**src/rtl/quad_pkg.sv**
```systemverilog
// Shared types and parameter defaults for the quadrature decoder.
package quad_pkg;

  localparam int unsigned DEF_WIDTH         = 8;
  localparam int unsigned DEF_SYNC_STAGES   = 2;
  localparam int unsigned DEF_FILTER_CYCLES = 4;

  typedef enum logic [1:0] {
    PH_00 = 2'b00,
    PH_01 = 2'b01,
    PH_11 = 2'b11,
    PH_10 = 2'b10
  } phase_t;

endpackage

```
**src/rtl/quad_input_filter.sv**
```systemverilog
// One quadrature channel: synchronizer chain followed by a stability filter.
module quad_input_filter
  import quad_pkg::*;
#(
  parameter int unsigned SyncStages   = DEF_SYNC_STAGES,
  parameter int unsigned FilterCycles = DEF_FILTER_CYCLES
) (
  input  logic clk,
  input  logic rst_n,
  input  logic raw,
  output logic level,
  output logic valid
);

  localparam int unsigned CntW = 5;
  localparam logic [CntW-1:0] AcceptLast = CntW'(FilterCycles - 1);
  // Start-up also waits out the reset zeros still held in the sync chain.
  localparam logic [CntW-1:0] StartLast  = CntW'(FilterCycles + SyncStages - 1);

  logic [SyncStages-1:0] sync_q;
  logic [CntW-1:0]       cnt_q;
  logic                  sync_out;

  assign sync_out = sync_q[SyncStages-1];

  always_ff @(posedge clk or negedge rst_n) begin
    if (!rst_n) begin
      sync_q <= '0;
      cnt_q  <= '0;
      level  <= 1'b0;
      valid  <= 1'b0;
    end else begin
      sync_q <= {sync_q[SyncStages-2:0], raw};
      if (!valid) begin
        if (sync_out != level) begin
          level <= sync_out;
          cnt_q <= '0;
        end else if (cnt_q == StartLast) begin
          valid <= 1'b1;
          cnt_q <= '0;
        end else begin
          cnt_q <= cnt_q + CntW'(1);
        end
      end else if (sync_out != level) begin
        if (cnt_q == AcceptLast) begin
          level <= sync_out;
          cnt_q <= '0;
        end else begin
          cnt_q <= cnt_q + CntW'(1);
        end
      end else begin
        cnt_q <= '0;
      end
    end
  end

endmodule

```
**src/rtl/quadrature_decoder.sv**
```systemverilog
// Quadrature decoder: filtered A/B phase tracking, up/down count, step and error pulses.
module quadrature_decoder
  import quad_pkg::*;
#(
  parameter int unsigned Width        = DEF_WIDTH,
  parameter int unsigned SyncStages   = DEF_SYNC_STAGES,
  parameter int unsigned FilterCycles = DEF_FILTER_CYCLES
) (
  input  logic             clk,
  input  logic             rst_n,
  input  logic             a_in,
  input  logic             b_in,
  input  logic             enable,
  input  logic             clear,
  output logic [Width-1:0] count,
  output logic             step,
  output logic             dir,
  output logic             err,
  output logic             err_sticky
);

  logic   a_f, b_f, a_v, b_v;
  logic   ref_q;
  phase_t prev_q, cur;
  logic   is_up, is_dn, is_bad;

  quad_input_filter #(
    .SyncStages  (SyncStages),
    .FilterCycles(FilterCycles)
  ) u_filt_a (
    .clk  (clk),
    .rst_n(rst_n),
    .raw  (a_in),
    .level(a_f),
    .valid(a_v)
  );

  quad_input_filter #(
    .SyncStages  (SyncStages),
    .FilterCycles(FilterCycles)
  ) u_filt_b (
    .clk  (clk),
    .rst_n(rst_n),
    .raw  (b_in),
    .level(b_f),
    .valid(b_v)
  );

  assign cur = phase_t'({a_f, b_f});

  always_comb begin
    is_up  = 1'b0;
    is_dn  = 1'b0;
    is_bad = 1'b0;
    case ({prev_q, cur})
      {PH_00, PH_01}, {PH_01, PH_11}, {PH_11, PH_10}, {PH_10, PH_00}: is_up  = 1'b1;
      {PH_00, PH_10}, {PH_10, PH_11}, {PH_11, PH_01}, {PH_01, PH_00}: is_dn  = 1'b1;
      {PH_00, PH_11}, {PH_11, PH_00}, {PH_01, PH_10}, {PH_10, PH_01}: is_bad = 1'b1;
      default: ;
    endcase
  end

  always_ff @(posedge clk or negedge rst_n) begin
    if (!rst_n) begin
      count      <= '0;
      step       <= 1'b0;
      dir        <= 1'b0;
      err        <= 1'b0;
      err_sticky <= 1'b0;
      prev_q     <= PH_00;
      ref_q      <= 1'b0;
    end else begin
      step <= 1'b0;
      err  <= 1'b0;
      if (a_v && b_v) begin
        prev_q <= cur;
        ref_q  <= 1'b1;
        // First accepted phase only seeds the reference.
        if (ref_q) begin
          if (is_up || is_dn) begin
            step <= 1'b1;
            dir  <= is_up;
            if (enable) count <= is_up ? count + Width'(1) : count - Width'(1);
          end
          if (is_bad) begin
            err        <= 1'b1;
            err_sticky <= 1'b1;
          end
        end
      end
      if (clear) begin
        count      <= '0;
        err_sticky <= 1'b0;
      end
    end
  end

endmodule

```
**config.mk**
```make
export PLATFORM = sky130hd
export DESIGN_NAME = quadrature_decoder
export DESIGN_NICKNAME = d
export VERILOG_FILES = /design/src/rtl/quad_pkg.sv /design/src/rtl/quad_input_filter.sv /design/src/rtl/quadrature_decoder.sv
export SDC_FILE = /design/constraint.sdc
export NUM_CORES = 1
export LEC_CHECK = 0
export CAP_MARGIN = 15
export CELL_PAD_IN_SITES_DETAIL_PLACEMENT = 1
export CELL_PAD_IN_SITES_GLOBAL_PLACEMENT = 1
export CORE_ASPECT_RATIO = 0.75
export CORE_MARGIN = 2
export CORE_UTILIZATION = 40
export CTS_CLUSTER_SIZE = 30
export DETAILED_ROUTE_END_ITERATION = 8
export PLACE_DENSITY_LB_ADDON = 0.15
export SLEW_MARGIN = 20
export SYNTH_ARGS = -nofsm -noshare
export SYNTH_HDL_FRONTEND = slang
export SYNTH_SLANG_ARGS = --single-unit
```
**constraint.sdc**
```tcl
create_clock -name clk -period 4.55 [get_ports clk]
set_clock_uncertainty 0.05 [all_clocks]
set_input_delay 1.1375 -clock clk [delete_from_list [all_inputs] [get_ports clk]]
set_output_delay 1.1375 -clock clk [all_outputs]
set_load 0.005 [all_outputs]
```
==> results of run 1 <==
==> report_power, final <==
part / switching [mW] / leakage [nW] / internal [mW]
clock network: 0.108 / 0.0439 / 0.105
registers: 0.0655 / 0.434 / 0.351
logic: 0.268 / 0.417 / 0.211
total: 0.441 / 0.895 / 0.668
==> worst max path at each step <==
stage,start,end,depth (start not counted)
floorplan,u_filt_b.level$_DFFE_PN0P_,count[7]$_DFFE_PN0P_,9
finish,u_filt_b.level$_DFFE_PN0P_,count[7]$_DFFE_PN0P_,9
global route,u_filt_b.level$_DFFE_PN0P_,count[7]$_DFFE_PN0P_,9
CTS,u_filt_b.level$_DFFE_PN0P_,count[7]$_DFFE_PN0P_,9
detailed placement,u_filt_b.level$_DFFE_PN0P_,count[7]$_DFFE_PN0P_,9
global placement,u_filt_b.level$_DFFE_PN0P_,count[7]$_DFFE_PN0P_,9
==> per-stage QoR <==
step / area [um^2] / hold WS (ns)
6_report: 2030 / 0.300
5_1_grt: 2030 / 0.315
4_1_cts: 2030 / 0.303
3_5_place_dp: 1950 / 0.286
3_3_place_gp: 1950 / 0.283
2_1_floorplan: 1710 / 0.281
==> layout make-up <==
class                           instances  area [um^2]
Multi-Input combinational cell        123          856
Sequential cell                        33          826
Timing Repair Buffer                   18          178
Tap cell                               55         68.8
Fill cell                             471         2050
Inverter                                5         18.8
Clock buffer                            5         68.8
Clock inverter                          3         17.5
==> cells in the mapped netlist, types with 3 or more instances <==
library cell and number:
a211oi_1 3, a21oi_1 5, a31oi_1 3, dfrtp_1 33
ha_1 10, inv_1 5, mux2_2 5, mux2i_1 4
nand2_1 11, nand3_1 8, nor2_1 25, nor2b_1 3
nor3_1 4, o21ai_0 3, o21bai_1 3, xnor2_1 8
xor2_1 9
==> layer usage <==
| metal | global-route usage, % | up-vias | part of all wire, % | routed length [um] |
|---|---|---|---|---|
| li1 | - | 609 | - | - |
| met1 | 22.5 | 599 | 51 | 1770 |
| met2 | 25.9 | 19 | 43 | 1510 |
| met3 | 5.95 | 6 | 4.3 | 149 |
| met4 | 5.91 | 0 | 1.3 | 45 |
| met5 | 0 | - | 0 | 0 |
==> critical path, delay by kind of cell (launching register included) <==
kind / cells / cell delay [ns]
and+or+nand+nor: 2 / 0.32
buffers and inverters: 1 / 0.23
DFF: 1 / 0.44
adders and majority gates: 1 / 0.31
xor gates and xnor gates: 1 / 0.17
muxes: 2 / 0.63
AOI/OAI and AO/OA: 2 / 0.59
==> registers in the layout (all words and copies together), names as in the netlist <==
register / cells
u_filt_a.valid: 1
u_filt_b.cnt_q: 5
u_filt_b.sync_q: 2
err_sticky: 1
u_filt_a.cnt_q: 5
step: 1
ref_q: 1
dir: 1
count: 8
u_filt_a.sync_q: 2
u_filt_a.level: 1
prev_q: 2
err: 1
u_filt_b.level: 1
u_filt_b.valid: 1
==> kinds of logic after synthesis <==
| kind of cell | share of synthesized area, % |
|---|---|
| adder cells (fa/ha/maj) | 8.48 |
| XOR/XNOR | 8.70 |
| multiplexers | 7.38 |
| AND/OR/NAND/NOR | 16.1 |
| flip-flops | 48.2 |
| buffers and inverters | 1.75 |
| AO/OA/AOI/OAI | 9.36 |
==> impl_metrics.json, run 1 <==
{
  "slew_headroom_pct": 69.6,
  "max-clock-path-buffers": 2,
  "wl_mm": 3.47,
  "clkSinkCount": 33,
  "holdPathEnd": "u_filt_b.sync_q[1]$_DFF_PN0_",
  "antenna_cells_inserted": 0,
  "synth-seq-area-share_pct": 48.2,
  "cp-end-kind": "register",
  "layout_common_cells": "33 x dfrtp_1, 25 x nor2_1, 17 x clkdlybuf4s50_1",
  "synth_fp_nets": 180,
  "dp_slack_ns": 1.72,
  "fin_crit_sh_pct": 62.6,
  "dp_hpwl_mm": 2.62,
  "numCtsBuffers": 5,
  "r2r_start": "u_filt_b.level$_DFFE_PN0P_",
  "peakVddDrop_v": 0.000238,
  "grt_pass1_vias": 1332,
  "place.gp.congestion": 0.793,
  "grt_pass1_wl_mm": 6.04,
  "synth_top_area_share_pct": 48.2,
  "final_cells": 242,
  "row_count": 20,
  "synth_area_per_cell_um2": 10.5,
  "core_um2": 4080,
  "min_from": "u_filt_b.sync_q[0]$_DFF_PN0_",
  "worstHoldPathCells": 0,
  "crit_fanout": 8,
  "dieArea_um2": 4820,
  "leakage_nw": 0.895,
  "yosys_most_used_dff": "dfrtp_1",
  "path_cells": "xor2_1 > and2_1 > inv_1 > ha_1 > a211oi_1 > nor2_1 > a221oi_1 > mux2_4 > mux2_4",
  "tns_ns": 0,
  "syn-instance-count": 163,
  "finalPower_mw": 1.11,
  "async_reset_ff_share_pct": 100,
  "crit_path_top_delay_cell": "dfrtp_1",
  "wire_per_inst_um": 14.4,
  "slew_violations": 0,
  "area_growth_pct": 18.8,
  "arrival_ns": 2.97,
  "worstMarginPinSlew_ns": 0.455,
  "syn-cell-area_um2": 1710,
  "place.port_buffers": 17,
  "cts_max_level": 2,
  "synth_warnings": 0,
  "max_stage_delay_ns": 0.44,
  "cts-root-buf": "clkbuf_8",
  "grt-ovfl-total": 0,
  "post-route-util_pct": 49.8,
  "clk_latency_ns": 0.28,
  "hold_viol_final": 0,
  "io_pins": 18,
  "first_pass_iters": 2,
  "yosysTopAreaCell": "dfrtp_1",
  "status": "finished clean",
  "rsz0062_at_grt": "false",
  "setup_viol": 0,
  "maxCapViolCount": 0,
  "dp_cells": 234,
  "route.detailed.drc": 0,
  "layout-drive-gt1-share_pct": 9.09,
  "drtAntennaViolNets": 0,
  "reg2reg_slack_ns": 1.70,
  "path_class": "reg -> reg",
  "start_kind": "register",
  "layout_commonest_cell": "dfrtp_1",
  "cts_setup_buffers": 0,
  "grt_max_degree": 34,
  "synth.area.top_cells": "dfrtp_1 48%, ha_1 7.3%, nor2_1 5.5%, xor2_1 4.6%, xnor2_1 4.1%",
  "track_usage_pct": 16.9,
  "layout_min_cycle_time_ns": 2.85,
  "num_vias": 1233,
  "cts_resized": 0,
  "antenna_found_initial": 0,
  "reg2reg_to": "count[7]$_DFFE_PN0P_",
  "initial_core_util_pct": 42.0,
  "max_freq_mhz": 351,
  "synth_cell_types": 33,
  "ctsHoldBuffers": 0,
  "clkTransAtPathRegs_ns": 0.07,
  "required_ns": 4.67,
  "reg2reg_depth": 9,
  "die_h_um": 60.7,
  "fp.dieW_um": 79.5,
  "cp_common_cell": "mux2_4",
  "tritoncts": "yes",
  "setup_slack_ns": 1.70,
  "drt_iter0_markers": 43,
  "ys_ff_latch": 33,
  "nNetsFinal": 203,
  "viasPerCell": 5.10,
  "synth_edf_count": 0,
  "hold_class": "reg -> reg",
  "pwr_density_cell_nw_per_um2": 545
}
No activity file was read; power rests on OpenSTA's default activity.
==> run 2, diff against run 1 <==
- clock period: 4.55 -> 2.7 ns (I/O delays scaled with it)
==> run 2 against run 1 <==
Effect of this change: setup slack worse by 1.5 ns; final cell count is 2.1% higher; clock power is 71% higher; hold slack better by 0.0061 ns; core utilization is 1.3 points higher; non-clock buffer count is 5 higher; critical path depth is 1 lower; first-iteration DRC count is 19% higher; sequential share of layout area is 1.0 points lower; die area stayed put.
==> impl_metrics.json, run 2 (synthesis results as in run 1) <==
{
  "status": "finished clean",
  "multi_input_area_um2": 872,
  "die_h_um": 60.7,
  "fill_cells": 449,
  "grt-ovfl-total": 0,
  "reg2reg_slack_ns": 0.18,
  "final_cell_area_um2": 2090,
  "clkTransAtPathRegs_ns": 0.07,
  "path_class": "reg -> reg",
  "grt_pass1_vias": 1286,
  "place.gp.congestion": 0.798,
  "cts_max_level": 2,
  "layout_commonest_cell": "dfrtp_1",
  "tritoncts": "yes",
  "holdPathEnd": "u_filt_a.sync_q[1]$_DFF_PN0_",
  "rsz0062_at_grt": "false",
  "io_pins": 18,
  "first_pass_iters": 4,
  "dp_slack_ns": -0.0263,
  "cp-end-kind": "register",
  "row_count": 20,
  "wl_mm": 3.70,
  "start_kind": "register",
  "antenna_found_initial": 0,
  "post-route-util_pct": 51.2,
  "dp_cells": 239,
  "largest_reg_flops": 8,
  "cp_common_cell": "mux2_4",
  "num_vias": 1243,
  "slew_violations": 0,
  "dieArea_um2": 4820,
  "viasPerCell": 5.03,
  "hold_viol_final": 0,
  "setup_slack_ns": 0.181,
  "slew_headroom_pct": 67.3,
  "layout_common_cells": "33 x dfrtp_1, 25 x nor2_1, 17 x clkdlybuf4s50_1",
  "regMostFlops": "count",
  "grt_pass1_wl_mm": 6.37,
  "r2r_start": "prev_q[1]$_DFFE_PN0P_",
  "track_usage_pct": 17.9,
  "path_cells": "xor2_1 > and2_4 > inv_2 > ha_2 > and3_1 > a221oi_2 > mux2_4 > mux2_4",
  "area_growth_pct": 21.9,
  "drt_iter0_markers": 51,
  "grt_max_degree": 34,
  "max-clock-path-buffers": 2,
  "tns_ns": 0,
  "hold_class": "reg -> reg",
  "crit_path_top_delay_cell": "dfrtp_1",
  "pwr_density_cell_nw_per_um2": 941,
  "layout-drive-gt1-share_pct": 14.1,
  "cp_top_family": "multiplexers",
  "max_stage_delay_ns": 0.42,
  "clkSinkCount": 33,
  "crit_fanout": 8,
  "fp.dieW_um": 79.5,
  "initial_core_util_pct": 42.0,
  "layout_min_cycle_time_ns": 2.52,
  "reg2reg_to": "count[7]$_DFFE_PN0P_",
  "wire_per_inst_um": 15.0,
  "cts-root-buf": "clkbuf_8",
  "worstHoldPathCells": 0,
  "placed_area_um2": 1980,
  "final_cells": 247,
  "drtAntennaViolNets": 0,
  "seqCellArea_um2": 826,
  "setup_viol": 0,
  "route.detailed.drc": 0,
  "reg2reg_depth": 8,
  "worstMarginPinSlew_ns": 0.489,
  "top_regs": "count x8, u_filt_a.cnt_q x5, u_filt_b.cnt_q x5",
  "place.port_buffers": 17,
  "required_ns": 2.83,
  "nNetsFinal": 208,
  "clk_latency_ns": 0.29,
  "numCtsBuffers": 5,
  "fin_crit_sh_pct": 93.3,
  "max_freq_mhz": 397,
  "path_buf_inv": 1,
  "arrival_ns": 2.65,
  "maxCapViolCount": 0,
  "leakage_nw": 0.922,
  "antenna_cells_inserted": 0,
  "core_um2": 4080,
  "dp_hpwl_mm": 2.76,
  "min_from": "u_filt_a.sync_q[0]$_DFF_PN0_",
  "peakVddDrop_v": 0.000358
}
## run 2: changes by cell type in the layout (fill, tap and decap cells not counted), sizes merged
cell	delta
buf	+5
## run 2: cell type report
cell class | instances | area share [%]
well taps | 55 | 3.30
flip-flops and latches | 33 | 39.6
multi-input cells | 123 | 41.8
clock buffers | 5 | 3.30
inverters | 5 | 0.899
clock inverters | 3 | 0.839
repair buffers | 23 | 10.3
## run 2: what timing repair did
action,4_1_cts,5_1_grt
setup buffers,0,0
resized for setup,1,5
setup endpoints to repair,1,1
hold buffers,0,0
cloned,0,0
## run 2: power breakdown
part	switching (mW)	internal [mW]	leakage (nW)
Clock	0.187	0.178	0.0439
Combinational	0.491	0.416	0.444
Sequential	0.102	0.591	0.434
Total	0.780	1.18	0.922
## run 2: worst max path at each step
stage,startpoint,endpoint,slack (ns),depth (start not counted)
floorplan,u_filt_b.level$_DFFE_PN0P_,count[7]$_DFFE_PN0P_,0.13,9
global placement,prev_q[1]$_DFFE_PN0P_,count[7]$_DFFE_PN0P_,0.07,9
detailed placement,prev_q[1]$_DFFE_PN0P_,count[7]$_DFFE_PN0P_,-0.03,9
CTS,prev_q[0]$_DFFE_PN0P_,count[7]$_DFFE_PN0P_,0.07,9
global route,prev_q[0]$_DFFE_PN0P_,count[7]$_DFFE_PN0P_,0.04,9
finish,prev_q[1]$_DFFE_PN0P_,count[7]$_DFFE_PN0P_,0.18,8
## run 2: stage by stage
step                      power [mW]  hold slack, ns
after floorplan                 1.30           0.281
after global placement          1.51           0.282
after detailed placement        1.58           0.291
after CTS                       1.96           0.307
after global routing            2.14           0.320
final                           1.96           0.306
## run 2: layer usage
| layer | track usage, % | share of wire, % | vias up |
|---|---|---|---|
| li1 | - | - | 623 |
| met4 | 4.43 | 0.84 | 0 |
| met5 | 0 | 0 | - |
| met2 | 27.4 | 44 | 19 |
| met1 | 24.9 | 52 | 598 |
| met3 | 5.80 | 3.9 | 3 |
==> run 3, diff against run 2 <==
- CORE_MARGIN: 2 -> 10
- PLACE_DENSITY_LB_ADDON: 0.15 -> 0.3
==> run 3 against run 2 <==
Effect of this change: global-route usage shrank 6.4 points; clock power hardly changed; sequential cell count stayed put; combinational power grew 4.3%; highest routed layer unchanged; first-iteration DRC count is 22% lower; die area grew 52%.
==> impl_metrics.json, run 3 (synthesis results as in run 1) <==
{
  "status": "finished clean",
  "io_pins": 18,
  "grt_pass1_wl_mm": 6.78,
  "multi_input_area_um2": 877,
  "path_class": "reg -> reg",
  "slew_violations": 0,
  "cts_max_level": 2,
  "finalPower_mw": 2.01,
  "layout_commonest_cell": "dfrtp_1",
  "maxCapViolCount": 0,
  "leakage_nw": 0.933,
  "top_usage_layer": "met2",
  "regMostFlops": "count",
  "grt_pass1_vias": 1398,
  "required_ns": 2.81,
  "antenna_cells_inserted": 0,
  "drt_iter0_markers": 40,
  "wire_per_inst_um": 15.7,
  "antenna_found_initial": 0,
  "placed_area_um2": 1990,
  "clkTransAtPathRegs_ns": 0.06,
  "grt-ovfl-total": 0,
  "layout-drive-gt1-share_pct": 13.5,
  "arrival_ns": 2.67,
  "num_vias": 1275,
  "cts-root-buf": "clkbuf_8",
  "fill_cells": 449,
  "grt.met3_usage_pct": 4.09,
  "clkSinkCount": 33,
  "numCtsBuffers": 5,
  "reg2reg_slack_ns": 0.14,
  "drtAntennaViolNets": 0,
  "dieArea_um2": 7320,
  "layout_min_cycle_time_ns": 2.56,
  "max-clock-path-buffers": 2,
  "worstMarginPinSlew_ns": 0.504,
  "pwr_density_cell_nw_per_um2": 957,
  "tritoncts": "yes",
  "hold_class": "reg -> reg",
  "first_pass_iters": 4,
  "fp.dieW_um": 95.5,
  "top_regs": "count x8, u_filt_a.cnt_q x5, u_filt_b.cnt_q x5",
  "slew_headroom_pct": 66.2,
  "die_h_um": 76.7,
  "setup_viol": 0,
  "max_freq_mhz": 391,
  "tns_ns": 0,
  "crit_fanout": 8,
  "nNetsFinal": 209,
  "wl_mm": 3.88,
  "final_cell_area_um2": 2100,
  "seqCellArea_um2": 826,
  "met2_usage_pct": 17.0,
  "post-route-util_pct": 51.5,
  "cp-end-kind": "register",
  "start_kind": "register",
  "fin_crit_sh_pct": 94.7,
  "largest_reg_flops": 8,
  "cts_setup_buffers": 0,
  "rsz0062_at_grt": "false",
  "row_count": 20,
  "hold_viol_final": 0,
  "dp_hpwl_mm": 3.01,
  "grt_use_met1_pct": 15.4,
  "route.detailed.drc": 0,
  "worst_hold_slack_ns": 0.303,
  "place.gp.congestion": 0.770,
  "ctsHoldBuffers": 0,
  "grt_max_degree": 34,
  "core_um2": 4080,
  "layout_common_cells": "33 x dfrtp_1, 25 x nor2_1, 17 x clkdlybuf4s50_1",
  "viasPerCell": 5.16,
  "initial_core_util_pct": 42.0,
  "track_usage_pct": 11.4,
  "area_growth_pct": 22.7,
  "peakVddDrop_v": 0.000336,
  "place.port_buffers": 17,
  "clk_latency_ns": 0.28
}
==> run 3: cell count changes in the layout (fill, tap and decap cells not counted), sizes merged <==
cell	delta
buf	+1
clkinvlp	-1
clkbuf	+2
clkinv	-2
==> run 3: critical path, cell delays in order, from the launching register on <==
cell	delay (ns)
dfrtp_1	0.41
xor2_1	0.15
and2_4	0.17
inv_2	0.14
ha_1	0.27
o21ai_0	0.21
nor2_1	0.10
a221oi_2	0.30
mux2_4	0.34
mux2_4	0.29
==> run 3: final cells by class <==
| class | count | area share, % |
|---|---|---|
| Clock buffer | 7 | 4.11 |
| Inverter | 5 | 0.894 |
| Multi-Input combinational cell | 123 | 41.8 |
| Sequential cell | 33 | 39.3 |
| Tap cell | 55 | 3.28 |
| Timing Repair Buffer | 24 | 10.6 |
==> run 3: final timing paths <==
check | from | endpoint | cells past startpoint
max | prev_q[1]$_DFFE_PN0P_ | count[7]$_DFFE_PN0P_ | 9
min | u_filt_b.sync_q[0]$_DFF_PN0_ | u_filt_b.sync_q[1]$_DFF_PN0_ | 0
max reg2reg | prev_q[1]$_DFFE_PN0P_ | count[7]$_DFFE_PN0P_ | 9
min reg2reg | u_filt_b.sync_q[0]$_DFF_PN0_ | u_filt_b.sync_q[1]$_DFF_PN0_ | 0
max in group asynchronous | rst_n | count[1]$_DFFE_PN0P_ | 2
min in group asynchronous | rst_n | dir$_DFFE_PN0P_ | 2
==> run 3: stage by stage <==
step	setup WS (ns)	cells
final	0.142	247
after global routing	0.00736	247
after CTS	0.0569	247
after detailed placement	-0.0846	240
after global placement	0.0796	240
after floorplan	0.125	163
==> run 3: routing by layer <==
metal / wire [um] / up-vias
li1: - / 620
met3: 185 / 5
met2: 1760 / 19
met4: 28 / 0
met5: 0 / -
met1: 1900 / 631
==> run 3: power by group <==
group	leakage [nW]	switching (mW)	internal (mW)
Sequential	0.434	0.107	0.592
Clock	0.0443	0.164	0.202
Combinational	0.455	0.512	0.433
==> run 3: what timing repair did <==
item                                    4_1_cts  5_1_grt
gates resized for setup                       2        3
pin swaps                                     0        1
endpoints found under the setup margin        1        1
